### src/rtl/palette_arb_pkg.sv
// Shared types and constants for the sprite palette arbiter.
// The palette holds 32 RGB444 colours addressed by a 5-bit index.
package palette_arb_pkg;

  localparam int PAL_IDX_W   = 5;
  localparam int PAL_DEPTH   = 32;
  localparam int DEF_NUM_REQ = 4;

  typedef struct packed {
    logic [3:0] r;
    logic [3:0] g;
    logic [3:0] b;
  } rgb444_t;

  // Slot visited at step 'off' of a round-robin search that starts at 'base'.
  // Callers keep base below n, so one conditional subtract replaces a modulo.
  function automatic int rr_slot(int base, int off, int n);
    int s;
    s = base + off;
    return (s >= n) ? (s - n) : s;
  endfunction

endpackage

### src/rtl/palette_arbiter_rr_pick.sv
// Combinational round-robin picker.
// Returns the first asserted request at or after ptr, wrapping around.
module rr_pick
  import palette_arb_pkg::*;
#(
  parameter int N = DEF_NUM_REQ,
  parameter int W = $clog2(N)
) (
  input  logic [N-1:0] req,
  input  logic [W-1:0] ptr,
  output logic [N-1:0] gnt,
  output logic [W-1:0] winner,
  output logic         any
);

  always_comb begin
    gnt    = '0;
    winner = '0;
    any    = 1'b0;
    for (int k = 0; k < N; k++) begin
      if (!any && req[rr_slot(int'(ptr), k, N)]) begin
        any                           = 1'b1;
        winner                        = W'(rr_slot(int'(ptr), k, N));
        gnt[rr_slot(int'(ptr), k, N)] = 1'b1;
      end
    end
  end

endmodule

### src/rtl/palette_arbiter.sv
// Round-robin sharing of one combinational palette ROM among sprite requesters.
// The returned colour is registered together with the winning requester's ID.
module palette_arbiter
  import palette_arb_pkg::*;
#(
  parameter int NUM_REQ = DEF_NUM_REQ,
  parameter int IDX_W   = PAL_IDX_W,
  parameter int ID_W    = $clog2(NUM_REQ)
) (
  input  logic                     Clk,
  input  logic                     Reset,
  input  logic [NUM_REQ-1:0]       req,
  input  logic [NUM_REQ*IDX_W-1:0] idx,
  output logic [NUM_REQ-1:0]       gnt,
  output logic [IDX_W-1:0]         pal_index,
  input  logic [3:0]               pal_red,
  input  logic [3:0]               pal_green,
  input  logic [3:0]               pal_blue,
  output logic                     rsp_valid,
  output logic [ID_W-1:0]          rsp_id,
  output logic [11:0]              rsp_rgb,
  input  logic                     rsp_ready
);

  logic [ID_W-1:0]    rr_ptr_q, rr_ptr_d;
  logic               rsp_valid_q, rsp_valid_d;
  logic [ID_W-1:0]    rsp_id_q, rsp_id_d;
  rgb444_t            rsp_rgb_q, rsp_rgb_d;

  logic               stall;
  logic               grant_ok;
  logic [NUM_REQ-1:0] pick_gnt;
  logic [ID_W-1:0]    pick_winner;
  logic               pick_any;

  assign stall = rsp_valid_q & ~rsp_ready;

  rr_pick #(
    .N (NUM_REQ),
    .W (ID_W)
  ) u_pick (
    .req    (req),
    .ptr    (rr_ptr_q),
    .gnt    (pick_gnt),
    .winner (pick_winner),
    .any    (pick_any)
  );

  // Grants are suppressed while held in reset so no requester sees a phantom transfer.
  always_comb begin
    grant_ok  = pick_any & ~stall & ~Reset;
    gnt       = '0;
    pal_index = '0;
    if (grant_ok) begin
      gnt       = pick_gnt;
      pal_index = idx[int'(pick_winner)*IDX_W +: IDX_W];
    end
  end

  always_comb begin
    rr_ptr_d    = rr_ptr_q;
    rsp_valid_d = rsp_valid_q;
    rsp_id_d    = rsp_id_q;
    rsp_rgb_d   = rsp_rgb_q;
    if (!stall) begin
      rsp_valid_d = grant_ok;
      if (grant_ok) begin
        rsp_id_d  = pick_winner;
        rsp_rgb_d = '{r: pal_red, g: pal_green, b: pal_blue};
        rr_ptr_d  = (pick_winner == ID_W'(NUM_REQ - 1)) ? '0 : pick_winner + ID_W'(1);
      end
    end
  end

  always_ff @(posedge Clk or posedge Reset) begin
    if (Reset) begin
      rr_ptr_q    <= '0;
      rsp_valid_q <= 1'b0;
      rsp_id_q    <= '0;
      rsp_rgb_q   <= '0;
    end else begin
      rr_ptr_q    <= rr_ptr_d;
      rsp_valid_q <= rsp_valid_d;
      rsp_id_q    <= rsp_id_d;
      rsp_rgb_q   <= rsp_rgb_d;
    end
  end

  assign rsp_valid = rsp_valid_q;
  assign rsp_id    = rsp_id_q;
  assign rsp_rgb   = rsp_rgb_q;

endmodule

### config.mk
export PLATFORM = sky130hd
export DESIGN_NAME = palette_arbiter
export DESIGN_NICKNAME = d
export VERILOG_FILES = /design/src/rtl/palette_arb_pkg.sv /design/src/rtl/palette_arbiter_rr_pick.sv /design/src/rtl/palette_arbiter.sv
export SDC_FILE = /design/constraint.sdc
export NUM_CORES = 1
export LEC_CHECK = 0
export ABC_AREA = 1
export BUFFER_PORTS_ARGS = -buffer_cell sky130_fd_sc_hd__buf_2
export CORE_MARGIN = 5
export CORE_UTILIZATION = 47
export CTS_BUF_LIST = sky130_fd_sc_hd__clkbuf_4 sky130_fd_sc_hd__clkbuf_8 sky130_fd_sc_hd__clkbuf_16
export CTS_CLUSTER_SIZE = 12
export DETAILED_ROUTE_END_ITERATION = 10
export PLACE_DENSITY = 0.8
export SLEW_MARGIN = 20
export SYNTH_ARGS = -nofsm -noshare
export SYNTH_HDL_FRONTEND = slang
export SYNTH_SLANG_ARGS = --single-unit
### constraint.sdc
create_clock -name Clk -period 3 [get_ports Clk]
set_clock_uncertainty 0.1 [all_clocks]
set_input_delay 0.3 -clock Clk [delete_from_list [all_inputs] [get_ports Clk]]
set_output_delay 0.3 -clock Clk [all_outputs]
set_load 0.02 [all_outputs]
==> results of run 1 <==
routing by layer:
layer / vias up / routed length [um] / track usage
met5: - / 0 / 0
met4: 0 / 29 / 0.0475
met3: 4 / 345 / 0.0225
met2: 67 / 1910 / 0.314
met1: 702 / 1550 / 0.209
li1: 814 / - / -
logic make-up after synthesis:
| group | after synthesis |
|---|---|
| compound gates | 20 |
| simple gates | 126 |
| buf+inv | 45 |
| fa+ha+maj | 4 |
| flops | 17 |
flip-flops by register name, summed over array words and instances, names as in the netlist:
signal / flops
rsp_valid: 1
rsp_id: 2
rr_ptr_q: 2
rsp_rgb: 12
Yosys cell counts, types with 2 or more instances:
library cell / instances / area share
nand2_2: 7 / 0.031
inv_1: 33 / 0.087
dfrtp_1: 17 / 0.30
a21oi_1: 8 / 0.028
o221ai_1: 4 / 0.025
nand3b_1: 6 / 0.032
inv_2: 4 / 0.011
buf_6: 2 / 0.016
nand2_4: 2 / 0.016
nand2_1: 77 / 0.20
nand3_2: 5 / 0.035
buf_2: 4 / 0.014
a22oi_1: 4 / 0.021
ha_1: 4 / 0.035
nand3_1: 22 / 0.078
nor2_2: 2 / 0.0088
nor2_1: 3 / 0.0079
worst paths after layout:
kind,from,endpoint,slack (ns),cells after the start
worst max-delay path,rr_ptr_q[0],pal_index[3],0.16,12
min in group asynchronous,Reset,rsp_valid,0.51,4
worst min register to register,rsp_rgb[2],rsp_rgb[2],0.38,2
worst max register to register,rr_ptr_q[0],rr_ptr_q[1],0.76,12
worst min-delay path,pal_red[1],rsp_rgb[9],0.10,3
max in group asynchronous,Reset,rr_ptr_q[1],2.09,4
critical path: cells and delay by family (launching register included):
kind                       cells  cell delay, ns
AOI/OAI and AO/OA              1            0.13
DFF                            1            0.42
buffers and inverters          3            0.36
adders and majority gates      1            0.36
and+or+nand+nor                7            0.87
per-stage QoR:
stage | total power [uW] | setup WS, ns | std cells | area, sq um
6_report | 2380 | 0.163 | 320 | 1890
3_3_place_gp | 2020 | 0.352 | 304 | 1750
3_5_place_dp | 2060 | 0.267 | 304 | 1750
2_1_floorplan | 1710 | 0.455 | 212 | 1420
5_1_grt | 2600 | 0.0369 | 320 | 1890
4_1_cts | 2190 | 0.00457 | 309 | 1790
layout make-up:
cell class                 instances  area, sq um  area share
clock buffer                       3         22.5      0.0119
timing repair buffer              78          433       0.230
sequential                        17          427       0.226
clock inverter                     1         5.00     0.00265
tap                               33         41.3      0.0219
inverter                          38          148      0.0783
multi-input combinational        150          810       0.429
power groups by stage:
stage                     Combinational (uW)  Sequential (uW)  Clock [uW]
after floorplan                         1180              531           0
after global placement                  1610              414           0
after detailed placement                1650              412           0
after CTS                               1650              414         122
after global routing                    2040              434         129
final                                   1860              414         116
timing repair:
action / CTS / global route
pin swaps: 0 / 4
buffers inserted: 0 / 11
hold buffers: 1 / 0
endpoints found under the setup margin: 5 / 5
gates resized for setup: 1 / 4
hold endpoints to repair: 17 / 0
cell usage in the layout (no fill, tap or decap):
cell / synthesis / routed
dlygate4sd3_1: 0 / 1
o21ai_1: 1 / 1
buf_2: 4 / 62
nor2_1: 3 / 3
nand2_4: 2 / 4
inv_1: 33 / 32
dfrtp_1: 17 / 16
nor2_4: 1 / 1
clkbuf_4: 0 / 3
nand2_2: 7 / 6
a22oi_1: 4 / 4
nand4_4: 1 / 1
a21boi_0: 1 / 1
inv_2: 4 / 5
o21a_1: 1 / 1
nand3_2: 5 / 5
buf_4: 1 / 15
ha_1: 4 / 4
o21ai_0: 1 / 1
nand2_1: 77 / 76
dfrtp_2: 0 / 1
clkinv_2: 0 / 1
o221ai_1: 4 / 4
a21oi_1: 8 / 8
inv_6: 1 / 1
nor2_2: 2 / 2
nand3b_1: 6 / 6
nand3_1: 22 / 22
==> flow_summary.toml, run 1 <==
[sta]
fin_crit_ns = 2.84
holdWs_ns = 0.105
max_slew.worst_pin.slew_ns = 0.294
rsz0062_at_grt = "false"
slew-limit-headroom = 0.802
fmax_mhz = 352
finalSetupTns_ns = 0
setup_viol = 0
maxSlewViolCount = 0
finalHoldViolations = 0
fin_crit_sh = 0.946

[drt]
first_iter_violations = 80
post_drt_wl_per_cell_um = 12.0
num_vias = 1587
ant_nets = 0
viasPerCell = 4.96
drc = 0
firstDrtPassIters = 5
totalWireLength_mm = 3.84

[floorplanning]
io_pins = 63
rows = 20
core_area_sq_um = 2980
die_x_um = 65.0
die_area_sq_um = 4220
initial_utilization = 0.477
die_h_um = 65.0

[worst_setup_path]
cp-start-kind = "flip-flop"
max_stage_delay_ns = 0.42
crit_top_cell = "nand2_4"
cp.arrival_ns = 2.44
crit_slowest_cell = "dfrtp_1"
crit_required_ns = 2.60
crit_type = "reg2out"
endpoint_kind = "output port"
crit_path_max_fanout = 11
path_cells = "inv_6 -> ha_1 -> inv_2 -> nand3_2 -> nand2_4 -> nand4_4 -> nand2_4 -> nand2_2 -> nand2_1 -> nand3_1 -> a21oi_1 -> buf_2"

[synth]
synth-compound-area-share = 0.0916
ys_seq_area_frac = 0.300
synthSimpleGateAreaFrac = 0.434
synthAdderAreaFrac = 0.0352
syn_area_sq_um = 1420
syn_nets = 255
synth-xor-area-share = 0
synth_top_family_by_area = "simple AND/OR/NAND/NOR gates"
yosys_register_bits = 17
synthFlopType = "dfrtp_1"
synthMuxAreaShare = 0
syn_avg_cell_area_sq_um = 6.70
synthCells = 212
synth_cell_type_count = 25
synth-edff-count = 0
yosysWarnings = 0
async_reset_ff_frac = 1.00

[layout]
drive_gt1_frac = 0.373
final_core_util = 0.633
syn2layout_area_growth_pct = 32.8
num-fill-cells = 286
fin_nets = 331
diodes = 0

[power]
switching_share = 0.555
p_sw_uw = 1320
cellPowerDensity_nw_per_um2 = 1260
leakage_uw = 0.00117
power_frac_seq = 0.173
peakVddDrop_mv = 0.554
combPwrFrac = 0.778
pwr-share-clk = 0.049
internal-power_uw = 1060

[clock_tree]
clockBufferDepth = 2
ctsHtreeMaxLevel = 1
cts_sinks = 17
cts_root_buf = "clkbuf_4"
clk_latency_ns = 0.28
numCtsBuffers = 3
clk_pin_slew_ns = 0.09
cts_tree = "done"

[outcome]
outcome = "complete, no violations"

[global_route]
grt_pass1_wl_mm = 5.97
grt_max_degree = 18
track_usage = 0.172
grt_overflow = 0
antenna_found_initial = 0
first_global_vias = 1458

[place]
dp_hpwl_mm = 2.85
portBuffers = 62
gp_congestion = 0.923

[hold_path]
hp-class = "in2reg"

[run]
drv_cap = 0
(Power assumes the default switching activity.)
==> inputs of run 2 (changes only) <==
CORE_ASPECT_RATIO = 0.6   (was unset)
==> run 2 against run 1 <==
- first-iteration DRC count grew 5.0%
- final area is 1.7% lower
- via count decreased by 2.6%
- total power is 0.71% lower
- largest power group unchanged
- highest routed layer unchanged
==> flow_summary.toml, run 2 (synthesis gave the netlist of run 1 again) <==
[floorplanning]
io_pins = 63
initial_utilization = 0.491
die_area_sq_um = 4260
die_x_um = 81.0
rows = 15
die_h_um = 52.6
core_area_sq_um = 2890

[sta]
fin_crit_ns = 2.77
finalHoldViolations = 0
fmax_mhz = 361
setup_viol = 0
holdWs_ns = 0.00184
finalSetupTns_ns = 0
max_slew.worst_pin.slew_ns = 0.290
slew-limit-headroom = 0.806
maxSlewViolCount = 0
fin_crit_sh = 0.924

[worst_setup_path]
ff2ff_setup_slack_ns = 0.79
worstReg2RegEnd = "rr_ptr_q[1]"
cp-endpoint = "pal_index[4]"
crit-reg2reg-launch = "rr_ptr_q[1]"
crit_path_max_fanout = 8
endpoint_kind = "output port"
cp.arrival_ns = 2.37
cp-start-kind = "flip-flop"
crit_type = "reg2out"
crit_path_start = "rr_ptr_q[1]"
r2r_cells = 12
crit_required_ns = 2.60

[layout]
design_area_sq_um = 1850
layout_commonest_cell = "nand2_1"
drive_gt1_frac = 0.357
multi_input_area_sq_um = 822
layout_common_cells = "nand2_1, buf_2, inv_1, nand3_1, dfrtp_1"
regArea_sq_um = 427
num-fill-cells = 263
largest_reg_flops = 12
fin_nets = 321
syn2layout_area_growth_pct = 30.5
diodes = 0

[drt]
ant_nets = 0
first_iter_violations = 84
firstDrtPassIters = 4
post_drt_wl_per_cell_um = 12.2
totalWireLength_mm = 3.88
viasPerCell = 4.85
num_vias = 1546
drc = 0

[global_route]
gr-usage-met1 = 0.283
antenna_found_initial = 0
grt_pass1_wl_mm = 6.50
grt_overflow = 0
grt_util_met3 = 0.0533
grt_max_degree = 20
first_global_vias = 1491
track_usage = 0.195
met2_usage = 0.292
grt-busiest-layer = "met2"

[clock_tree]
cts_root_buf = "clkbuf_8"
ctsHtreeMaxLevel = 1
clk_pin_slew_ns = 0.07
postCtsHoldBufs = 0
clockBufferDepth = 2
numCtsBuffers = 3
cts_sinks = 17
clk_latency_ns = 0.25
cts_tree = "done"

[power]
cellPowerDensity_nw_per_um2 = 1280
finalPower_uw = 2370
peakVddDrop_mv = 0.574
leakage_uw = 0.00113

[place]
portBuffers = 62
dp_hpwl_mm = 3.02
gp_congestion = 0.880
placed_area_sq_um = 1760

[run]
drv_cap = 0

[hold_path]
hp-class = "in2async"

[outcome]
outcome = "complete, no violations"
## run 2: cell types whose count changed in the layout (fill, tap and decap cells not counted), sizes merged
| cell | change |
|---|---|
| dlygate4sd3 | -1 |
| buf | -9 |
## run 2: stage by stage
stage,instances,utilization,setup slack [ns]
2_1_floorplan,212,-,0.455
3_3_place_gp,313,0.610,0.352
3_5_place_dp,313,0.610,0.225
4_1_cts,317,0.629,0.0204
5_1_grt,319,0.641,-0.00976
6_report,319,0.641,0.229
## run 2: per-layer routing
layer	share of wire	routed length, um
met5	0	0
met4	0.0021	8
met3	0.12	453
met2	0.41	1600
met1	0.47	1810
## run 2: timing repair
action / 4_1_cts / 5_1_grt
buffers inserted: 0 / 2
resized for setup: 2 / 5
pin swaps: 0 / 2
endpoints found under the setup margin: 5 / 5
## run 2: critical path, stage by stage (launching register included)
cell and delay (ns):
dfrtp_2 0.45, inv_2 0.13, ha_4 0.23, inv_2 0.09, nand3_2 0.12, nand2_4 0.12
nand4_4 0.18, inv_2 0.11, nor2_1 0.05, nor2_2 0.21, nand3_1 0.11, a21oi_1 0.14
buf_2 0.18
## run 2: layout make-up
cell class              instances  share of cell area
clock buffers                   3              0.0223
clock inverters                 1             0.00270
inverters                      38              0.0797
multi-input cells             150               0.444
flip-flops and latches         17               0.230
well taps                      42              0.0284
repair buffers                 68               0.193
## run 2: power breakdown
part,switching [uW],internal (uW),total (uW)
Clock,76.6,92.0,169
Combinational,1170,608,1780
Sequential,74.6,342,417
Total,1320,1040,2370
## run 2: worst min-delay path by stage
stage | startpoint | to | cells after the start
floorplan | Reset | rr_ptr_q[0] | 1
global placement | Reset | rsp_rgb[5] | 3
detailed placement | Reset | rsp_rgb[5] | 3
CTS | Reset | rsp_rgb[3] | 3
global route | Reset | rsp_valid | 3
finish | Reset | rsp_rgb[5] | 3
==> inputs of run 3 (changes only) <==
REMOVE_ABC_BUFFERS = 1   (was unset)
==> run 3 against run 2 <==
- the flow now finishes with violations (hold timing)
- fmax fell by 2.3%
- die area did not move
- utilization rose by 0.87 points
- sequential share of layout area fell by 0.31 points
- flip-flop and latch count did not move
- sequential power barely moved
- setup slack got worse by 0.065 ns
- largest cell class unchanged
- highest routed layer unchanged
- cell count rose by 1.6%
==> flow_summary.toml, run 3 (synthesis gave the netlist of run 1 again) <==
[outcome]
outcome = "complete, but fails checks"
violations = "hold timing"

[power]
switching_share = 0.550
pwr-share-clk = 0.071
power_frac_seq = 0.177
cellPowerDensity_nw_per_um2 = 1250
peakVddDrop_mv = 0.746
p_sw_uw = 1300
leakage_uw = 0.00115
internal-power_uw = 1060
combPwrFrac = 0.752

[layout]
layout_common_cells = "nand2_1, buf_2, inv_1, nand3_1, dfrtp_1"
final_core_util = 0.650
largest_reg_flops = 12
syn2layout_area_growth_pct = 32.2
layout_commonest_cell = "nand2_1"
fin_nets = 326
diodes = 0
drive_gt1_frac = 0.365
num-fill-cells = 264
design_area_sq_um = 1880

[sta]
fin_ws_ns = 0.164
fin_crit_ns = 2.84
maxSlewViolCount = 0
setup_viol = 0
max_slew.worst_pin.slew_ns = 0.309
fin_crit_sh = 0.945
finalHoldViolations = 10
fmax_mhz = 353
finalSetupTns_ns = 0
slew-limit-headroom = 0.793
holdWs_ns = -0.00752

[global_route]
grt_max_degree = 18
grt_overflow = 0
antenna_found_initial = 0
grt_pass1_wl_mm = 5.92
first_global_vias = 1329
track_usage = 0.174

[worst_setup_path]
crit_cells = 13
cp-start-kind = "flip-flop"
r2r_cells = 13
crit_required_ns = 2.60
cp.arrival_ns = 2.44
max_stage_delay_ns = 0.43
worst-path-buf-inv = 4
crit_slowest_cell = "dfrtp_1"
critPathTopFamily = "simple AND/OR/NAND/NOR gates"
endpoint_kind = "output port"
path_cells = "inv_6 -> ha_1 -> inv_2 -> nand3_2 -> nand2_2 -> nor2_4 -> nor2_2 -> nand2_4 -> buf_4 -> nand3_1 -> nand3_1 -> a21oi_1 -> buf_2"
crit_type = "reg2out"
crit_path_max_fanout = 9
crit_top_cell = "nand3_1"

[floorplanning]
die_x_um = 81.0
die_h_um = 52.6
io_pins = 63
die_area_sq_um = 4260
rows = 15
initial_utilization = 0.491
core_area_sq_um = 2890

[drt]
first_iter_violations = 102
wl_met3_um = 270
top_layer = "met4"
firstDrtPassIters = 4
viasPerCell = 4.73
post_drt_wl_per_cell_um = 11.5
ant_nets = 0
m1WireLength_mm = 1.81
drc = 0
totalWireLength_mm = 3.72
dr_wl_met2_mm = 1.63
num_vias = 1534

[place]
post-place-ws_ns = 0.180
portBuffers = 62
dp_hpwl_mm = 2.94
gp_congestion = 0.869
placed_area_sq_um = 1760

[clock_tree]
cts_sinks = 17
postCtsHoldBufs = 0
numCtsBuffers = 3
cts_root_buf = "clkbuf_8"
ctsHtreeMaxLevel = 1
cts_tree = "done"
clk_pin_slew_ns = 0.07
clk_latency_ns = 0.25
clockBufferDepth = 2

[hold_path]
hp-class = "in2async"

[run]
drv_cap = 0
## run 3: cell types whose count changed in the layout (fill, tap and decap cells not counted)
cell   delta
buf_4     +5
ha_1      +1
ha_4      -1
## run 3: area by class of cell
cell class	instances	area (sq um)	share of cell area
well taps	42	52.6	0.0280
clock inverters	1	5.00	0.00266
flip-flops and latches	17	427	0.227
repair buffers	73	395	0.211
multi-input cells	150	810	0.431
clock buffers	3	41.3	0.0220
inverters	38	148	0.0786
## run 3: power by group through the flow
stage	Combinational, uW	Clock, uW	Sequential (uW)
floorplan	1080	0	548
global placement	1620	0	411
detailed placement	1640	0	417
CTS	1670	173	418
global route	1970	184	430
finish	1770	168	417
## run 3: per-stage QoR
step | std cells | total power, uW
3_5_place_dp | 313 | 2060
3_3_place_gp | 313 | 2030
6_report | 324 | 2360
5_1_grt | 324 | 2580
4_1_cts | 317 | 2260
2_1_floorplan | 205 | 1630
## run 3: worst paths after layout
kind,from,slack (ns),end
min in group Clk,pal_red[0],0.14,rsp_rgb[8]
max in group asynchronous,Reset,2.60,rr_ptr_q[1]
worst min register to register,rsp_rgb[3],0.38,rsp_rgb[3]
worst min-delay path,Reset,-0.008,rsp_rgb[9]
worst max-delay path,rr_ptr_q[0],0.16,pal_index[4]
worst max register to register,rr_ptr_q[0],0.56,rr_ptr_q[1]
## run 3: what timing repair did
action,CTS,global route
setup endpoints to repair,5,5
buffers inserted,0,7
pin swaps,0,4
resized for setup,3,3
## run 3: routing by layer
layer / up-vias / global-route usage
li1: 807 / -
met1: 674 / 0.258
met2: 51 / 0.259
met3: 2 / 0.0412
met4: 0 / 0.0253
met5: - / 0
## run 3: worst min-delay path, stage by stage
cell and delay, ns:
buf_2 0.10, inv_1 0.07, buf_4 0.24
